## src/rtl/neuron_mac_sekvencer.sv

```systemverilog
// Time-multiplexed hidden-layer neuron evaluator: one shared multiplier, one MAC per clock,
// weights from a synchronous ROM, per-neuron |P-N| magnitude and sign towards the sigmoid LUT.
module neuron_mac_sekvencer #(
  parameter int BROJ_ZNACAJKI = 60,
  parameter int BROJ_NEURONA  = 3,
  parameter int ADR_W         = 8,
  parameter int IDX_W         = 2
) (
  input  logic                       clk,
  input  logic                       rst_n,
  input  logic [16*BROJ_ZNACAJKI-1:0] uzorak,
  input  logic                       uzorak_valid,
  output logic                       uzorak_ready,
  output logic [ADR_W-1:0]           rom_adresa,
  input  logic [15:0]                rom_podatak,
  output logic [15:0]                mnoz_tezina,
  output logic [15:0]                mnoz_uzorak,
  input  logic [15:0]                mnoz_produkt,
  output logic [21:0]                suma,
  output logic                       predznak,
  output logic [IDX_W-1:0]           neuron_idx,
  output logic                       izlaz_valid,
  input  logic                       izlaz_ready,
  output logic                       zauzet
);

  localparam int                SAMPLE_W  = 16 * BROJ_ZNACAJKI;
  localparam int                K_W       = $clog2(BROJ_ZNACAJKI);
  localparam logic [K_W-1:0]    K_ZADNJI  = K_W'(BROJ_ZNACAJKI - 1);
  localparam logic [K_W-1:0]    K_PREDZAD = K_W'(BROJ_ZNACAJKI - 2);
  localparam logic [IDX_W-1:0]  N_ZADNJI  = IDX_W'(BROJ_NEURONA - 1);
  localparam logic [ADR_W-1:0]  ADR_KORAK = ADR_W'(BROJ_ZNACAJKI);

  typedef enum logic [2:0] {
    MIR       = 3'd0,
    ADR       = 3'd1,
    MAC       = 3'd2,
    USPOREDBA = 3'd3,
    IZLAZ     = 3'd4
  } stanje_e;

  stanje_e               state_q, state_d;
  logic [SAMPLE_W-1:0]   uzorak_q, uzorak_d;
  logic [IDX_W-1:0]      neuron_q, neuron_d;
  logic [K_W-1:0]        k_q, k_d;
  logic [ADR_W-1:0]      adr_q, adr_d;
  logic [15:0]           mnoz_uzorak_q, mnoz_uzorak_d;
  logic [21:0]           p_q, p_d;
  logic [21:0]           n_q, n_d;
  logic [21:0]           suma_q, suma_d;
  logic                  predznak_q, predznak_d;
  logic [IDX_W-1:0]      idx_q, idx_d;
  logic                  izlaz_valid_q, izlaz_valid_d;
  logic                  uzorak_ready_q, uzorak_ready_d;
  logic                  zauzet_q, zauzet_d;

  function automatic logic [15:0] znacajka(input logic [SAMPLE_W-1:0] u,
                                           input logic [K_W-1:0]      k);
    return u[16*int'(k) +: 16];
  endfunction

  function automatic logic [ADR_W-1:0] adr_baza(input logic [IDX_W-1:0] n);
    return ADR_W'(n) * ADR_KORAK;
  endfunction

  // State and datapath registers
  always_ff @(posedge clk) begin
    if (!rst_n) begin
      state_q        <= MIR;
      uzorak_q       <= '0;
      neuron_q       <= '0;
      k_q            <= '0;
      adr_q          <= '0;
      mnoz_uzorak_q  <= 16'd0;
      p_q            <= 22'd0;
      n_q            <= 22'd0;
      suma_q         <= 22'd0;
      predznak_q     <= 1'b0;
      idx_q          <= '0;
      izlaz_valid_q  <= 1'b0;
      uzorak_ready_q <= 1'b1;
      zauzet_q       <= 1'b0;
    end else begin
      state_q        <= state_d;
      uzorak_q       <= uzorak_d;
      neuron_q       <= neuron_d;
      k_q            <= k_d;
      adr_q          <= adr_d;
      mnoz_uzorak_q  <= mnoz_uzorak_d;
      p_q            <= p_d;
      n_q            <= n_d;
      suma_q         <= suma_d;
      predznak_q     <= predznak_d;
      idx_q          <= idx_d;
      izlaz_valid_q  <= izlaz_valid_d;
      uzorak_ready_q <= uzorak_ready_d;
      zauzet_q       <= zauzet_d;
    end
  end

  // Next-state and datapath control
  always_comb begin
    state_d       = state_q;
    uzorak_d      = uzorak_q;
    neuron_d      = neuron_q;
    k_d           = k_q;
    adr_d         = adr_q;
    mnoz_uzorak_d = mnoz_uzorak_q;
    p_d           = p_q;
    n_d           = n_q;
    suma_d        = suma_q;
    predznak_d    = predznak_q;
    idx_d         = idx_q;
    izlaz_valid_d = izlaz_valid_q;

    case (state_q)
      MIR: begin
        izlaz_valid_d = 1'b0;
        if (uzorak_valid) begin
          uzorak_d = uzorak;
          neuron_d = '0;
          // ROM address must be on the bus during ADR so weight 0 lands in the first MAC cycle
          adr_d    = adr_baza('0);
          state_d  = ADR;
        end else begin
          state_d  = MIR;
        end
      end

      ADR: begin
        p_d           = 22'd0;
        n_d           = 22'd0;
        k_d           = '0;
        mnoz_uzorak_d = znacajka(uzorak_q, '0);
        adr_d         = adr_q + ADR_W'(1);
        state_d       = MAC;
      end

      MAC: begin
        if (rom_podatak[15]) begin
          n_d = n_q + 22'(mnoz_produkt);
        end else begin
          p_d = p_q + 22'(mnoz_produkt);
        end
        if (k_q == K_ZADNJI) begin
          state_d = USPOREDBA;
        end else begin
          k_d           = k_q + K_W'(1);
          mnoz_uzorak_d = znacajka(uzorak_q, k_q + K_W'(1));
          // Address runs one ahead of k; stop at the neuron's last weight
          if (k_q != K_PREDZAD) begin
            adr_d = adr_q + ADR_W'(1);
          end else begin
            adr_d = adr_q;
          end
          state_d = MAC;
        end
      end

      USPOREDBA: begin
        if (p_q > n_q) begin
          suma_d     = p_q - n_q;
          predznak_d = 1'b0;
        end else begin
          suma_d     = n_q - p_q;
          predznak_d = 1'b1;
        end
        idx_d         = neuron_q;
        izlaz_valid_d = 1'b1;
        state_d       = IZLAZ;
      end

      IZLAZ: begin
        if (izlaz_ready) begin
          izlaz_valid_d = 1'b0;
          if (neuron_q == N_ZADNJI) begin
            state_d = MIR;
          end else begin
            neuron_d = neuron_q + IDX_W'(1);
            adr_d    = adr_baza(neuron_q + IDX_W'(1));
            state_d  = ADR;
          end
        end else begin
          izlaz_valid_d = 1'b1;
          state_d       = IZLAZ;
        end
      end

      default: begin
        izlaz_valid_d = 1'b0;
        state_d       = MIR;
      end
    endcase

    uzorak_ready_d = (state_d == MIR);
    zauzet_d       = (state_d != MIR);
  end

  assign uzorak_ready = uzorak_ready_q;
  assign rom_adresa   = adr_q;
  assign mnoz_tezina  = rom_podatak;
  assign mnoz_uzorak  = mnoz_uzorak_q;
  assign suma         = suma_q;
  assign predznak     = predznak_q;
  assign neuron_idx   = idx_q;
  assign izlaz_valid  = izlaz_valid_q;
  assign zauzet       = zauzet_q;

endmodule

```

## config.mk

```make
export PLATFORM = sky130hd
export DESIGN_NAME = neuron_mac_sekvencer
export DESIGN_NICKNAME = d
export VERILOG_FILES = /design/src/rtl/neuron_mac_sekvencer.sv
export SDC_FILE = /design/constraint.sdc
export NUM_CORES = 2
export LEC_CHECK = 0
export BUFFER_PORTS_ARGS = -buffer_cell sky130_fd_sc_hd__buf_2
export CAP_MARGIN = 20
export CORE_AREA = 2 2 420 422
export CTS_BUF_LIST = sky130_fd_sc_hd__clkbuf_4
export DETAILED_ROUTE_END_ITERATION = 16
export DIE_AREA = 0 0 422 424
export PLACE_DENSITY = 0.48
export SLEW_MARGIN = 20
export SYNTH_ARGS = -nofsm -noshare
export SYNTH_HDL_FRONTEND = slang
export SYNTH_SLANG_ARGS = --single-unit
```

## constraint.sdc

```tcl
create_clock -name clk -period 7.6 [get_ports clk]
set_input_delay 1.14 -clock clk [delete_from_list [all_inputs] [get_ports clk]]
set_output_delay 1.14 -clock clk [all_outputs]
set_load 0.02 [all_outputs]
```

Yosys cells after proc, flatten, opt, wreduce, memory -nomap -nowiden
Index checks and enable logic that the tools add are counted.
{"block": "totals", "input_bits": 996, "reg_bits": 1067, "out_inout_bits": 68}
{"block": "op_classes", "shifts": 1, "n_addsub": 7, "n_eq_ne": 14, "mux": 27, "n_lt_le_gt_ge": 1, "mul": 1, "n_reduce_logical": 13}
{"op": "indexed part select 960 x 11 -> 16 bit", "n": 1}
{"op": "one-hot mux 22 bit (2 select lines)", "n": 2}
{"op": "two-way mux 22 bit", "n": 3}
{"op": "adder 22 x 16 -> 22 bit", "n": 2}
{"op": "subtractor 22 bit", "n": 2}
{"op": "two-way mux 8 bit", "n": 5}
{"op": "one-hot mux 16 bit (2 select lines)", "n": 1}
{"op": "one-hot mux 8 bit (4 select lines)", "n": 1}
{"op": "> comparator 22 bit", "n": 1}
{"op": "two-way mux 16 bit", "n": 1}
{"op": "one-hot mux 3 bit (5 select lines)", "n": 1}
{"op": "inequality test 2 bit (second input constant)", "n": 7}
{"op": "one-hot mux 6 bit (2 select lines)", "n": 1}
{"op": "adder 8 x 1 -> 8 bit (second input constant)", "n": 1}
{"op": "AND reduction 2 bit", "n": 4}
{"op": "adder 6 x 1 -> 6 bit (second input constant)", "n": 1}
{"op": "== test 3 x 2 -> 1 bit (second input constant)", "n": 2}
{"op": "== test 6 bit (second input constant)", "n": 1}
{"op": "logical NOT 3 bit", "n": 2}
{"op": "multiplier 2 x 4 -> 6 bit (second input constant)", "n": 1}
{"op": "two-way mux 2 bit", "n": 3}
{"op": "two-way mux 6 bit", "n": 1}
{"op": "inequality test 6 bit (second input constant)", "n": 1}
{"op": "AND reduction 6 bit", "n": 1}
{"op": "13 further kinds", "n": 18}

Longest topological paths before layout
{"block": "depth", "depth_word": 5, "mapped_depth": 17, "ltp_nobuf": 12}

Worst setup path after synthesis
No wires, ideal clock.
{"block": "synth_timing", "kind": "input to register", "start": "input mnoz_produkt[0]", "end": "register p_q[20]", "path_stages": 11, "t_arrival_ps": 3253, "n_path_buf": 0, "setup_time_ps": 71, "path_slack_ps": 4277, "required_ps": 7529, "cell_sequence": "ha_1 inv_1 fa_1 nand2b_1 a21oi_1 o21ai_0 a21o_1 o21ai_0 a41oi_1 or3_1 a21oi_1"}
{"block": "synth_via", "elab_chain_len": 3}
{"element": "start: declaration", "line_no": "18", "rtl": "input logic [15:0] mnoz_produkt,"}
{"element": "adder 22 x 16 -> 22 bit", "line_no": "143", "rtl": "p_d = p_q + 22'(mnoz_produkt);"}
{"element": "two-way mux 22 bit", "line_no": "140", "rtl": "if (rom_podatak[15]) begin"}
{"element": "one-hot mux 22 bit (2 select lines)", "line_no": "116", "rtl": "case (state_q)"}
{"element": "end signal: assignment", "line_no": "90", "rtl": "p_q <= p_d;"}
{"element": "end: declaration", "line_no": "48", "rtl": "logic [21:0] p_q, p_d;"}
No other way between the ends. The select of a mux whose other input is x is not followed.
A chain may end at the register's enable or synchronous reset.

Final worst setup path
{"block": "layout_timing", "start": "register k_q[0]", "end": "register mnoz_uzorak_q[9], in the netlist mnoz_uzorak[9]"}
{"block": "layout_via", "elab_chain_len": 4, "elab_cells_between_ends": 7, "classes_between": "add/sub (1); eq/ne (2); shift (1); mux (2); reduce/logical (1)"}
{"element": "start: declaration", "line_no": "45", "rtl": "logic [K_W-1:0] k_q, k_d;"}
{"element": "start signal: assignment", "line_no": "87", "rtl": "k_q <= k_d;"}
{"element": "adder 6 x 1 -> 6 bit", "line_no": "149", "rtl": "mnoz_uzorak_d = znacajka(uzorak_q, k_q + K_W'(1));"}
{"element": "indexed part select 960 x 11 -> 16 bit", "line_no": "59", "rtl": "return u[16*int'(k) +: 16];"}
{"element": "two-way mux 16 bit", "line_no": "145", "rtl": "if (k_q == K_ZADNJI) begin"}
{"element": "one-hot mux 16 bit (2 select lines)", "line_no": "116"}
{"element": "end signal: assignment", "line_no": "89", "rtl": "mnoz_uzorak_q <= mnoz_uzorak_d;"}
{"element": "end: declaration", "line_no": "47", "rtl": "logic [15:0] mnoz_uzorak_q, mnoz_uzorak_d;"}
Several ways; a longest one is shown, not always the timed one. The select of a mux whose other input is x is not followed.

==> reports/results.txt <==
GP Congestion = 0.908
status = finished, final reports clean
CP max stage cell = dfxtp_4
synthesis-to-finish area growth = 41.1%
initial DRC count = 4291
routed vias = 53100
Reg clk slew, reported paths = 0.07 ns
Avg WL per Cell = 23.3 um
hold path endpoint = uzorak_q[934]
FF+latch count, synth = 1067
Seq/Total Area, Yosys = 0.439
Synth cell types = 81
syn avg cell area = 8.12 um2
met1 usage in global routing = 0.322
most frequent cells in the layout = nand2_1 (2223), a21oi_1 (1105), dfxtp_1 (1066), buf_2 (1033), dlygate4sd3_1 (920)
worst-path cell chain = ha_1 > xor2_4 > buf_4 > buf_4 > nand2_1 > and3_1 > a311oi_1 > a31o_2 > o22ai_1 > nor4_1
Worst-Margin Slew = 1.25 ns
Setup violations, final = 0
die area = 179000 um2
R2R Setup Slk = 2.83 ns
Synth area leaders = dfxtp_1 (44%), nand2_1 (17%), a21oi_1 (11%)
Post-synth ARST share = 0
final std cells w/o fill = 10400
Post-Syn Nets = 7068
Top Usage Layer GRT = met2
largest net degree at the start of global routing = 226
final core utilization = 0.392
Min Hold Slack = 0.174 ns
CP dominant cell by count = buf_4
total track usage = 0.261
commonest non-fill, non-tap cell in the layout = nand2_1
total wire length = 243000 um
number of H-tree levels = 5
Final Critical Period = 4.77 ns
Placed Area = 55400 um2
clock skew = 0.132 ns
setup TNS = 0 ns
Synth top area share = 0.439
Chip Width = 422 um
Peak supply drop = 127 uV
clk buf depth = 4
combinational group share of total power = 0.207
Num CTS Buffers = 326
clk_lat worst skew = 1.41 ns
IO buf count = 1033
ys flop type = dfxtp_1
RSZ-0062 raised after global routing = false
r2r worst-path depth = 10
Hold Fails Final Rpt = 0
reg2reg end = mnoz_uzorak[9]
Clock Power Share = 0.371
Flop pwr share = 0.423
cell-internal power = 10.2 mW
post-cts resize count = 0
Net count, final = 8917
design area = 68600 um2
vias per inst = 5.09
period utilization = 0.628
worst setup path class = register to register
Clk Tree Root Cell = clkbuf_4
crit path max fanout = 34
clock tree from TritonCTS = yes
Antenna Nets Post-Route = 0
Hold Startpoint = uzorak[934]
Critical Path Source Type = register
WP data required = 8.83 ns
initial antenna violation count = 66
Post-CTS Repair Setup Buffers = 0
Pre-Repair DR Iteration Count = 6
crit-path max cell delay = 0.82 ns
Hold Crit Depth = 3
CP Capture Type = register
HP Class = input port to register
CP Launch Point = k_q[0]
Cells after DPL = 8927
GR Overflow Total = 0
Switching Fraction = 0.320
leading area contributor after synthesis = dfxtp_1
FP Rows = 154
met2 Use GR = 0.405
leakage = 27.9 nW
Critical Path AT = 6.00 ns
# IOs = 1064
share of cells above drive strength 1 = 0.234
# clock sinks = 1067
Vert. Die Dim = 424 um
Syn Inst Count = 5986
Initial Util = 0.278
Core ar. = 175000 um2
number of remaining DRC errors = 0
R2R Path Start = k_q[0]
post-DP HPWL = 172000 um
Slew Viols, Final = 0
vias in the first global route = 52600
Power Density = 218 nW/um2
synth warn = 0
global-route wire length before repair = 347000 um
Slew HR = 0.168
f_max = 0.210 GHz
Cell Area, Synth = 48600 um2
Post-synth EDFFs = 0
max_cap viols = 0
Psw = 4.78 mW
met3 usage = 0.0525
## power by group through the flow
stage | clock network [mW] | logic [mW] | registers [mW]
after floorplan | 0 | 1.71 | 6.27
after global placement | 0 | 2.68 | 6.43
after detailed placement | 0 | 2.69 | 6.43
after CTS | 5.69 | 3.09 | 6.31
after global routing | 6.00 | 3.34 | 6.35
final | 5.54 | 3.09 | 6.32
## worst max-delay path: cells and delay by family (launching register included)
family,cells,cell delay (ns)
compound gates,3,1.08
xor+xnor,1,0.77
fa+ha+maj,1,0.56
buf+inv,2,0.96
flops,1,0.82
simple gates,3,0.46
## area by class of cell
| cell class | instances | area (um2) |
|---|---|---|
| antenna | 50 | 125 |
| inverter | 71 | 274 |
| multi-input combinational | 4355 | 25000 |
| sequential | 1067 | 21400 |
| clock buffer | 474 | 3560 |
| fill | 18100 | 106000 |
| timing repair buffer | 2014 | 15000 |
| clock inverter | 66 | 284 |
| tap | 2340 | 2930 |
## Yosys cell counts, drive strengths merged, types with 10 or more instances
library cell  instances
nand2              2225
a21oi              1112
dfxtp              1067
clkbuf              367
mux4                240
buf                 126
nand3               120
nor2                100
ha                   82
inv                  71
o21ai                59
nor3                 40
xnor2                39
and3                 26
a21o                 25
a311oi               21
nor4                 21
a31o                 19
o22ai                19
mux2i                17
o211ai               17
xor2                 17
a31oi                15
nand4                13
a211oi               12
nand2b               10
or3                  10
## sequential cells by signal, indices dropped and copies added, names as in the netlist
name and count:
rom_adresa 8, p_q 22, mnoz_uzorak 16, predznak 1, neuron_q 2, k_q 6
n_q 22, neuron_idx 2, uzorak_ready 1, state_q 3, zauzet 1, uzorak_q 960
izlaz_valid 1, suma 22
## metrics by stage
step,power [mW],worst slack [ns]
3_3_place_gp,9.11,2.63
3_5_place_dp,9.12,2.74
2_1_floorplan,7.99,4.28
6_report,14.9,2.83
4_1_cts,15.1,2.72
5_1_grt,15.7,2.50
## worst max-delay path by stage
stage	end	slack [ns]	cells past startpoint
2_1_floorplan	p_q[20]	4.28	11
3_3_place_gp	mnoz_uzorak[4]	2.63	12
3_5_place_dp	mnoz_uzorak[10]	2.74	10
4_1_cts	mnoz_uzorak[10]	2.72	10
5_1_grt	mnoz_uzorak[10]	2.50	10
6_report	mnoz_uzorak[9]	2.83	10
## layer usage
layer	part of all wire	wire length, um
met5	0.00092	224
met4	0.078	19000
met3	0.064	15500
met2	0.45	110000
met1	0.41	98700
## logic make-up (layout without fill, tap and decap cells)
logic type,after synthesis,in the layout,synth area share
simple gates,2602,2602,0.213
buf+inv,564,2625,0.0479
compound gates,1353,1353,0.152
xor+xnor,56,56,0.0101
other cells,0,50,0
fa+ha+maj,86,86,0.0228
flops,1067,1067,0.439
mux,258,258,0.115
## timing repair
action / CTS / global route
hold buffers: 920 / 0
hold endpoints to repair: 920 / 0
setup endpoints to repair: 0 / 0
Power figures use the tool's default switching activity.
